[config.mk]
export PLATFORM = sky130hd
export DESIGN_NAME = instr_encoder
export DESIGN_NICKNAME = d
export VERILOG_FILES = /design/src/rtl/instr_encoder.sv
export SDC_FILE = /design/constraint.sdc
export NUM_CORES = 1
export LEC_CHECK = 0
export ABC_AREA = 1
export CORE_MARGIN = 2
export CORE_UTILIZATION = 42
export DETAILED_ROUTE_END_ITERATION = 8
export PLACE_DENSITY = 0.79
export SLEW_MARGIN = 20
export SYNTH_ARGS = -nofsm -noshare
export SYNTH_HDL_FRONTEND = slang
export SYNTH_SLANG_ARGS = --single-unit
[constraint.sdc]
create_clock -name i_clk -period 1.9 [get_ports i_clk]
set_clock_uncertainty 0.15 [all_clocks]
set_input_delay 0.19 -clock i_clk [delete_from_list [all_inputs] [get_ports i_clk]]
set_output_delay 0.19 -clock i_clk [all_outputs]
set_load 0.05 [all_outputs]
[src/rtl/instr_encoder.sv]
// rtl/instr_encoder.sv - streaming RV32I field-to-instruction encoder feeding an imem write port
//
// Packs decoded field bundles (format, opcode, funct3/7, registers, full immediate)
// into 32-bit RV32I words and writes them to sequential word addresses.
// Bundles with out-of-range immediates or illegal formats are consumed but dropped,
// setting a sticky error flag.
//
// Ports:
//   i_clk, i_reset          clock, synchronous active-high reset
//   i_start                 pulse: clear count/error, restart at BASE_ADDR
//   i_in_valid / o_in_ready field bundle handshake
//   i_fmt                   0=R 1=I 2=S 3=B 4=U 5=J (6,7 illegal)
//   i_op, i_funct3, i_funct7, i_rs1, i_rs2, i_rd, i_imm   field bundle
//   o_wr_valid / i_wr_ready imem write handshake
//   o_wr_addr, o_wr_data    byte address (word aligned) and encoded instruction
//   o_count                 words written since start (saturates at DEPTH)
//   o_done                  loader full
//   o_err, o_err_index      sticky reject flag and count at first reject
module instr_encoder #(
  parameter int          DEPTH     = 1024,
  parameter logic [31:0] BASE_ADDR = 32'h0,
  localparam int         CW        = $clog2(DEPTH + 1)
) (
  input  logic          i_clk,
  input  logic          i_reset,
  input  logic          i_start,
  input  logic          i_in_valid,
  output logic          o_in_ready,
  input  logic [2:0]    i_fmt,
  input  logic [6:0]    i_op,
  input  logic [2:0]    i_funct3,
  input  logic [6:0]    i_funct7,
  input  logic [4:0]    i_rs1,
  input  logic [4:0]    i_rs2,
  input  logic [4:0]    i_rd,
  input  logic [31:0]   i_imm,
  output logic          o_wr_valid,
  input  logic          i_wr_ready,
  output logic [31:0]   o_wr_addr,
  output logic [31:0]   o_wr_data,
  output logic [CW-1:0] o_count,
  output logic          o_done,
  output logic          o_err,
  output logic [CW-1:0] o_err_index
);

  typedef enum logic [1:0] {
    S_IDLE = 2'd0,
    S_LOAD = 2'd1,
    S_FULL = 2'd2
  } state_t;

  localparam logic [CW:0] DEPTH_X = (CW + 1)'(DEPTH);

  state_t        r_state;
  state_t        w_state_next;
  logic          r_wr_valid;
  logic [31:0]   r_wr_addr;
  logic [31:0]   r_wr_data;
  logic [CW-1:0] r_count;
  logic          r_err;
  logic [CW-1:0] r_err_index;

  logic          w_fire;
  logic          w_in_ready;
  logic          w_accept;
  logic [CW:0]   w_occ;
  logic [CW:0]   w_count_inc;
  logic          w_legal;
  logic [31:0]   w_enc;
  logic          w_imm12_ok;
  logic          w_imm13_ok;
  logic          w_imm21_ok;

  assign w_fire      = r_wr_valid && i_wr_ready;
  // Words committed or in flight; the extra bit keeps the DEPTH compare overflow-free.
  assign w_occ       = {1'b0, r_count} + {{CW{1'b0}}, r_wr_valid};
  assign w_count_inc = {1'b0, r_count} + {{CW{1'b0}}, 1'b1};
  assign w_accept    = i_in_valid && w_in_ready;

  // An immediate fits in N signed bits when all bits from N-1 upward agree.
  assign w_imm12_ok = (&i_imm[31:11]) || !(|i_imm[31:11]);
  assign w_imm13_ok = (&i_imm[31:12]) || !(|i_imm[31:12]);
  assign w_imm21_ok = (&i_imm[31:20]) || !(|i_imm[31:20]);

  always_comb begin
    w_enc   = 32'h0;
    w_legal = 1'b0;
    case (i_fmt)
      3'd0: begin
        w_enc   = {i_funct7, i_rs2, i_rs1, i_funct3, i_rd, i_op};
        w_legal = 1'b1;
      end
      3'd1: begin
        w_enc   = {i_imm[11:0], i_rs1, i_funct3, i_rd, i_op};
        w_legal = w_imm12_ok;
      end
      3'd2: begin
        w_enc   = {i_imm[11:5], i_rs2, i_rs1, i_funct3, i_imm[4:0], i_op};
        w_legal = w_imm12_ok;
      end
      3'd3: begin
        w_enc   = {i_imm[12], i_imm[10:5], i_rs2, i_rs1, i_funct3,
                   i_imm[4:1], i_imm[11], i_op};
        w_legal = w_imm13_ok && !i_imm[0];
      end
      3'd4: begin
        w_enc   = {i_imm[31:12], i_rd, i_op};
        w_legal = (i_imm[11:0] == 12'h0);
      end
      3'd5: begin
        w_enc   = {i_imm[20], i_imm[10:1], i_imm[11], i_imm[19:12], i_rd, i_op};
        w_legal = w_imm21_ok && !i_imm[0];
      end
      default: begin
        w_enc   = 32'h0;
        w_legal = 1'b0;
      end
    endcase
  end

  always_ff @(posedge i_clk) begin
    if (i_reset) begin
      r_state <= S_IDLE;
    end else begin
      r_state <= w_state_next;
    end
  end

  always_comb begin
    w_state_next = r_state;
    w_in_ready   = 1'b0;
    case (r_state)
      S_IDLE: begin
        w_in_ready = 1'b0;
      end
      S_LOAD: begin
        w_in_ready = (!r_wr_valid || i_wr_ready) && (w_occ < DEPTH_X);
        if (w_fire && (w_count_inc == DEPTH_X)) begin
          w_state_next = S_FULL;
        end
      end
      S_FULL: begin
        w_in_ready = 1'b0;
      end
      default: begin
        w_state_next = S_IDLE;
      end
    endcase
    if (i_start) begin
      w_state_next = S_LOAD;
    end
  end

  always_ff @(posedge i_clk) begin
    if (i_reset) begin
      r_wr_valid  <= 1'b0;
      r_wr_addr   <= BASE_ADDR;
      r_wr_data   <= 32'h0;
      r_count     <= '0;
      r_err       <= 1'b0;
      r_err_index <= '0;
    end else if (i_start) begin
      // A pending write is abandoned; the data register is simply left stale.
      r_wr_valid  <= 1'b0;
      r_wr_addr   <= BASE_ADDR;
      r_count     <= '0;
      r_err       <= 1'b0;
      r_err_index <= '0;
    end else begin
      if (w_fire) begin
        r_count   <= w_count_inc[CW-1:0];
        r_wr_addr <= r_wr_addr + 32'd4;
      end
      if (w_accept) begin
        // Accept implies the output register is empty or draining this edge.
        if (w_legal) begin
          r_wr_valid <= 1'b1;
          r_wr_data  <= w_enc;
        end else begin
          r_wr_valid <= 1'b0;
          r_err      <= 1'b1;
          if (!r_err) begin
            r_err_index <= r_count;
          end
        end
      end else if (w_fire) begin
        r_wr_valid <= 1'b0;
      end
    end
  end

  assign o_in_ready  = w_in_ready;
  assign o_wr_valid  = r_wr_valid;
  assign o_wr_addr   = r_wr_addr;
  assign o_wr_data   = r_wr_data;
  assign o_count     = r_count;
  assign o_done      = (r_state == S_FULL);
  assign o_err       = r_err;
  assign o_err_index = r_err_index;

endmodule

==> qor.csv, run 1 <==
metric,value,unit
LEAKAGE,3.46,nW
"Seq/Total Area, Yosys",35.8,%
global-route wire length before repair,25.7,mm
Post-Synthesis Cell Area,4920,um2
CTS root buffer,sky130_fd_sc_hd__clkbuf_16,
TritonCTS clock tree,yes,
crit path launch type,register,
detailed-placement wirelength estimate,11.9,mm
clock latency at the later pin of the worst-skew pair,0.35,ns
critical path class,reg2reg,
Final Cycle Share,104,%
ratio of cells with drive above 1 in the final layout,22.1,%
DIE WIDTH,112,um
Worst Tran Pin Value,0.541,ns
Floorplan Core Area,11400,um2
count of pins on the block boundary,162,
Register-to-Register Path Depth,11,
result of the run,"finished, violations left",
weighted congestion at the end of routability-driven global placement,0.945,
total number of clock tree sinks,88,
"Remaining Overflow, GRT",0,
max_slew headroom,63.9,%
Remaining DRCs,0,
post-place setup slack,-0.344,ns
distinct cell type count after synthesis,40,
floorplan die height,112,um
min-delay worst type,in2reg,
count of final max-slew check failures,0,
starting utilization of the core area,43.1,%
detailed router's first-iteration violation count,492,
floorplan die area,12600,um2
RSZ-0062 raised after global routing,true,
layout-stage area growth over the synthesis result,60.0,%
worst hold path depth,3,
total routing usage reported by global routing,24.8,%
Critical Path Sink Type,register,
async set-or-reset flop fraction in the synthesized netlist,0,%
via count of the first global-routing pass,5429,
H-tree levels,3,
nets@finish,1077,
CTS buffer count,9,
final critical delay including setup and external delays,1.98,ns
Antenna Diode Count,0,
storage element area,1820,um2
total routed wirelength,16.9,mm
number of buffers added to fix hold violations after cts,0,
Pre-Repair DR Iteration Count,8,
register bit total from synthesis,88,
fill cell instance count of the final layout,949,
maximum ir drop on the vdd rail,0.542,mV
Synth Warn #,0,
Critical Path RT,2.02,ns
placed cell count,1121,
number of antenna violations at the first check in global routing,0,
min setup slack post-route,-0.0755,ns
utilization after layout,68.9,%
final count of hold timing violations,0,
total number of vias,5989,
clock edge transition at the registers on the reported setup and hold paths,0.07,ns
number of rows created at floorplan,39,
crit path DAT,2.10,ns
Antenna Violating Nets Remaining,0,
footprint of the multi-input gates,2950,um2
"Setup violations, final",25,
I/O Buffers,159,
Max Clk Rate,506,MHz
Post-Synthesis Cells,770,
areal power density over the cells,541,nW/um2
average instance area after synthesis,6.38,um2
final standard cell count with taps included and fillers excluded,1151,
"EDFF count, synth",0,
crit path max fanout,14,
failing checks,setup timing,
number of buffers on the longest clock path,2,
count of max-cap constraint violations,0,
maximum number of pins on one net before global-route repair,33,
average wire length per cell after detail routing,14.7,um
prevailing post-synth register cell,sky130_fd_sc_hd__dfxtp_1,
per-cell via count in the routed design,5.20,
-- worst max-delay path: stages (launching register included) --
cell and delay, ns:
sky130_fd_sc_hd__dfxtp_4 0.37, sky130_fd_sc_hd__nand2_2 0.06, sky130_fd_sc_hd__nor2_2 0.14, sky130_fd_sc_hd__nand2_4 0.10, sky130_fd_sc_hd__o21ai_4 0.18, sky130_fd_sc_hd__inv_2 0.09, sky130_fd_sc_hd__nor3_4 0.22, sky130_fd_sc_hd__nand2_2 0.09
sky130_fd_sc_hd__nor2_4 0.14, sky130_fd_sc_hd__buf_12 0.16, sky130_fd_sc_hd__nor2_1 0.05, sky130_fd_sc_hd__nor2_1 0.13
-- placed cells by master (no fill, tap or decap), types with 7 or more instances in the layout --
master / synthesis / routed
sky130_fd_sc_hd__nand3_1: 34 / 31
sky130_fd_sc_hd__a21oi_1: 25 / 22
sky130_fd_sc_hd__inv_1: 91 / 87
sky130_fd_sc_hd__nand2_1: 182 / 170
sky130_fd_sc_hd__a221oi_1: 8 / 8
sky130_fd_sc_hd__nor2_4: 3 / 10
sky130_fd_sc_hd__buf_4: 3 / 104
sky130_fd_sc_hd__dfxtp_4: 0 / 14
sky130_fd_sc_hd__o21ai_0: 22 / 21
sky130_fd_sc_hd__xor2_1: 13 / 13
sky130_fd_sc_hd__nor3_1: 14 / 9
sky130_fd_sc_hd__nand2_2: 3 / 9
sky130_fd_sc_hd__nor2_2: 3 / 19
sky130_fd_sc_hd__clkdlybuf4s50_1: 0 / 120
sky130_fd_sc_hd__o211ai_1: 7 / 7
sky130_fd_sc_hd__nand3b_1: 15 / 15
sky130_fd_sc_hd__nand4_1: 27 / 27
sky130_fd_sc_hd__dfxtp_2: 0 / 8
sky130_fd_sc_hd__clkbuf_16: 0 / 12
sky130_fd_sc_hd__nor2_1: 176 / 154
sky130_fd_sc_hd__dfxtp_1: 88 / 66
-- logic make-up (layout without fill, tap and decap cells) --
group / count (synthesis) / in the layout / share of synthesized area (%)
other cells: 1 / 2 / 0.0763
fa+ha+maj: 2 / 2 / 0.509
simple gates: 466 / 468 / 40.9
buf+inv: 117 / 352 / 9.60
xor+xnor: 17 / 17 / 3.03
compound gates: 79 / 79 / 10.1
flops: 88 / 88 / 35.8
-- synthesized netlist by cell type (3+ instances only) --
cell | n | area (um2)
sky130_fd_sc_hd__nand2_1 | 182 | 683
sky130_fd_sc_hd__nor2_1 | 176 | 661
sky130_fd_sc_hd__inv_1 | 91 | 342
sky130_fd_sc_hd__dfxtp_1 | 88 | 1760
sky130_fd_sc_hd__nand3_1 | 34 | 170
sky130_fd_sc_hd__nand4_1 | 27 | 169
sky130_fd_sc_hd__a21oi_1 | 25 | 125
sky130_fd_sc_hd__o21ai_0 | 22 | 110
sky130_fd_sc_hd__nand3b_1 | 15 | 113
sky130_fd_sc_hd__nor3_1 | 14 | 70.1
sky130_fd_sc_hd__xor2_1 | 13 | 114
sky130_fd_sc_hd__clkbuf_1 | 12 | 45.0
sky130_fd_sc_hd__a221oi_1 | 8 | 70.1
sky130_fd_sc_hd__o211ai_1 | 7 | 52.6
sky130_fd_sc_hd__buf_2 | 5 | 25.0
sky130_fd_sc_hd__a22o_1 | 4 | 35.0
sky130_fd_sc_hd__xnor2_1 | 4 | 35.0
sky130_fd_sc_hd__buf_4 | 3 | 22.5
sky130_fd_sc_hd__nand2_2 | 3 | 18.8
sky130_fd_sc_hd__nor2_2 | 3 | 18.8
sky130_fd_sc_hd__nor2_4 | 3 | 33.8
sky130_fd_sc_hd__nor3b_1 | 3 | 22.5
sky130_fd_sc_hd__nor4_1 | 3 | 18.8
sky130_fd_sc_hd__o22ai_1 | 3 | 18.8
-- final timing paths --
check | from | end | slack, ns
max | o_count[6] | o_wr_data[30] | -0.08
min | i_op[2] | o_wr_data[2] | 0.28
min reg2reg | o_wr_addr[13] | o_wr_addr[13] | 0.30
max reg2reg | o_count[6] | o_wr_data[30] | -0.08
-- what timing repair did --
item                                    4_1_cts  5_1_grt
gates cloned                                  0        4
hold endpoints to repair                      0        0
pin swaps                                     0        8
buffers inserted                              0       10
resized for setup                             4       72
endpoints found under the setup margin        7       63
-- sequential cells by signal, summed over array words and instances (netlist names) --
name         cells
o_count         11
o_err            1
o_wr_addr       30
r_state          2
o_err_index     11
o_wr_valid       1
o_wr_data       32
-- per-stage QoR --
stage          hold WS (ns)  cell area (um2)  TNS (ns)  total power, mW
2_1_floorplan         0.109             5010     -1.56             2.16
3_3_place_gp          0.292             7170    -15.17             2.48
3_5_place_dp          0.290             7170    -16.37             2.48
4_1_cts               0.267             7480    -0.138             4.25
5_1_grt               0.312             7860     -4.95             4.43
6_report              0.279             7860    -0.733             4.25
-- per-layer routing --
metal	vias to the layer above	global-route usage, %	part of all wire [%]
met1	2724	32.5	42
li1	2937	-	-
met5	-	0	0
met3	42	4.27	8.2
met4	0	8.78	2.9
met2	286	41.2	47
-- cell type report --
type | count | area share, %
Sequential cell | 88 | 23.2
Timing Repair Buffer | 243 | 28.8
Inverter | 93 | 4.50
Clock buffer | 10 | 3.18
Tap cell | 143 | 2.28
Multi-Input combinational cell | 568 | 37.5
Clock inverter | 6 | 0.605
-- power by group --
| group | switching [mW] | total, mW | internal [mW] |
|---|---|---|---|
| clock network | 0.784 | 1.77 | 0.983 |
| logic | 0.330 | 0.641 | 0.311 |
| registers | 0.00848 | 1.85 | 1.84 |
(Power assumes the default switching activity.)
==> inputs of run 2 (changes only) <==
--- a/config.mk
+++ b/config.mk
@@ -9,7 +9,8 @@
 export CORE_MARGIN = 2
 export CORE_UTILIZATION = 42
 export DETAILED_ROUTE_END_ITERATION = 8
-export PLACE_DENSITY = 0.79
+export PLACE_DENSITY = 0.77
+export SKIP_LAST_GASP = 1
 export SLEW_MARGIN = 20
 export SYNTH_ARGS = -nofsm -noshare
 export SYNTH_HDL_FRONTEND = slang
==> run 2 against run 1 <==
- die area did not move
- sequential cell count did not move
- cell count rose by 1.1%
- register-to-register slack barely moved
- the flow still finishes with violations (setup timing)
- utilization rose by 2.5 points
- non-clock buffer count rose by 13
- total power rose by 11%
- critical path depth rose by 3
- highest routed layer unchanged
==> qor.csv, run 2 (synthesis gave the netlist of run 1 again) <==
metric,value,unit,change
PnR Total Power,4.70,mW,was 4.25 mW
LEAKAGE,3.70,nW,was 3.46 nW
maximum number of pins on one net before global-route repair,33,,unchanged
worst hold start,i_imm[28],,was i_op[2]
maximum ir drop on the vdd rail,0.501,mV,was 0.542 mV
count of final max-slew check failures,0,,unchanged
starting utilization of the core area,43.1,%,unchanged
min-delay worst type,in2reg,,unchanged
failing checks,setup timing,,unchanged
clock edge transition at the registers on the reported setup and hold paths,0.07,ns,about the same
CTS buffer count,9,,unchanged
cell family contributing the most delay on the critical path,simple AND/OR/NAND/NOR gates,,unchanged
cell area after layout,8150,um2,was 7860 um2
max_slew headroom,64.3,%,was 63.9%
H-tree levels,3,,unchanged
"critical path, cell by cell",nand2_2 -> nor2_4 -> nand2_2 -> nor2_1 -> nand2_1 -> inv_1 -> nor2_4 -> nand3_4 -> nor2_4 -> buf_6 -> buf_16 -> nand3_2 -> nand2_1 -> nor2_1,,was nand2_2 -> nor2_2 -> nand2_4 -> o21ai_4 -> inv_2 -> nor3_4 -> nand2_2 -> nor2_4 -> buf_12 -> nor2_1 -> nor2_1
post-place setup slack,-0.410,ns,was -0.344 ns
final count of hold timing violations,0,,unchanged
Floorplan Core Area,11400,um2,unchanged
I/O Buffers,159,,unchanged
global-route wire length before repair,26.7,mm,was 25.7 mm
number of antenna violations at the first check in global routing,1,,was 0
number of buffers added to fix hold violations after cts,0,,unchanged
worst hold path depth,5,,was 3
Top Layer Used,met4,,unchanged
per-cell via count in the routed design,5.18,,was 5.20
Max Clk Rate,505,MHz,was 506 MHz
Register-to-Register Path Depth,14,,was 11
detailed router's first-iteration violation count,561,,was 492
post-detailed-placement cell area,7210,um2,was 7170 um2
Worst Tran Pin Value,0.534,ns,was 0.541 ns
count of pins on the block boundary,162,,unchanged
count of max-cap constraint violations,0,,unchanged
final standard cell count with taps included and fillers excluded,1164,,was 1151
"commonest cells after routing, fill and taps aside","sky130_fd_sc_hd__nand2_1, sky130_fd_sc_hd__nor2_1, sky130_fd_sc_hd__buf_4",,"was sky130_fd_sc_hd__nand2_1, sky130_fd_sc_hd__nor2_1, sky130_fd_sc_hd__clkdlybuf4s50_1"
met3 routed WL,1.22,mm,was 1.39 mm
Final Cycle Share,104,%,about the same
crit path max fanout,7,,was 14
crit path max-delay cell type,sky130_fd_sc_hd__dfxtp_4,,unchanged
via count of the first global-routing pass,5518,,was 5429
placed cell count,1125,,was 1121
total routed wirelength,17.6,mm,was 16.9 mm
Critical Path RT,2.01,ns,was 2.02 ns
most repeated library cell on the critical path,sky130_fd_sc_hd__nor2_4,,
DIE WIDTH,112,um,unchanged
result of the run,"finished, violations left",,unchanged
destination of the worst hold path,o_wr_data[28],,was o_wr_data[2]
ratio of cells with drive above 1 in the final layout,23.6,%,was 22.1%
TritonCTS clock tree,yes,,unchanged
final critical delay including setup and external delays,1.98,ns,about the same
detailed-placement wirelength estimate,11.8,mm,was 11.9 mm
"Remaining Overflow, GRT",0,,unchanged
Critical Path Stages,14,,was 11
average wire length per cell after detail routing,15.1,um,was 14.7 um
Pre-Repair DR Iteration Count,6,,was 8
number of rows created at floorplan,39,,unchanged
RSZ-0062 raised after global routing,true,,unchanged
Met1 Routed Length,7.41,mm,was 7.13 mm
clock latency at the later pin of the worst-skew pair,0.34,ns,was 0.35 ns
number of buffers on the longest clock path,2,,unchanged
largest stage delay on the critical path,0.36,ns,was 0.37 ns
crit path launch type,register,,unchanged
register-to-register setup slack,-0.08,ns,about the same
floorplan die area,12600,um2,unchanged
"most common cell after layout, fill and taps aside",sky130_fd_sc_hd__nand2_1,,unchanged
Remaining DRCs,0,,unchanged
total number of clock tree sinks,88,,unchanged
worst r2r src,o_count[8],,was o_count[6]
WL met2,8.47,mm,was 7.89 mm
Crit Reg-Reg Endpoint,o_wr_data[20],,was o_wr_data[30]
areal power density over the cells,577,nW/um2,was 541 nW/um2
Critical Path Sink Type,register,,unchanged
crit path DAT,2.09,ns,was 2.10 ns
number of flip-flops in the largest register,32,,unchanged
total routing usage reported by global routing,25.9,%,was 24.8%
CTS root buffer,sky130_fd_sc_hd__clkbuf_16,,unchanged
total number of vias,6032,,was 5989
combined buffer and inverter count along the critical path,3,,was 2
weighted congestion at the end of routability-driven global placement,0.910,,was 0.945
layout-stage area growth over the synthesis result,65.7,%,was 60.0%
min setup slack post-route,-0.0819,ns,was -0.0755 ns
"Setup violations, final",20,,was 25
floorplan die height,112,um,unchanged
critical path class,reg2reg,,unchanged
nets@finish,1089,,was 1077
Antenna Violating Nets Remaining,0,,unchanged
run 2: final cells by class:
type	instances	area, um2
Fill cell	894	3270
Multi-Input combinational cell	567	2950
Timing Repair Buffer	256	2480
Sequential cell	88	1820
Inverter	93	349
Clock buffer	11	253
Tap cell	143	179
Clock inverter	5	110
Antenna cell	1	2.50
run 2: worst max-delay path by stage:
stage | from | to | slack [ns]
2_1_floorplan | o_count[1] | o_wr_data[0] | -0.06
3_3_place_gp | i_fmt[1] | o_wr_data[8] | -0.39
3_5_place_dp | i_fmt[2] | o_err_index[5] | -0.41
4_1_cts | o_count[3] | o_in_ready | -0.05
5_1_grt | o_count[8] | o_wr_data[20] | -0.14
6_report | o_count[8] | o_wr_data[20] | -0.08
run 2: routing by layer:
metal	vias to the layer above	track usage, %
li1	2964	-
met1	2749	33.3
met2	272	43.7
met3	47	3.62
met4	0	10.9
met5	-	0
run 2: worst min-delay path, stage by stage:
cell and delay [ns]:
sky130_fd_sc_hd__dlymetal6s2s_1 0.13, sky130_fd_sc_hd__a221oi_1 0.11, sky130_fd_sc_hd__nand3_2 0.07, sky130_fd_sc_hd__nand2_1 0.04, sky130_fd_sc_hd__nor2_1 0.07
run 2: power breakdown:
part	internal [mW]	switching, mW
clock	1.37	0.809
combinational	0.320	0.352
sequential	1.84	0.00829
total	3.53	1.17
run 2: timing repair:
item,4_1_cts,5_1_grt
cloned,3,4
pin swaps,2,27
buffers inserted,5,11
setup endpoints to repair,38,62
gates resized for setup,21,79
run 2: per-stage QoR:
| stage | util [%] | hold slack (ns) | setup TNS, ns |
|---|---|---|---|
| 2_1_floorplan | - | 0.109 | -1.56 |
| 3_3_place_gp | 63.1 | 0.293 | -18.99 |
| 3_5_place_dp | 63.1 | 0.297 | -20.14 |
| 4_1_cts | 67.8 | 0.281 | -0.687 |
| 5_1_grt | 71.3 | 0.202 | -3.05 |
| 6_report | 71.3 | 0.147 | -0.565 |
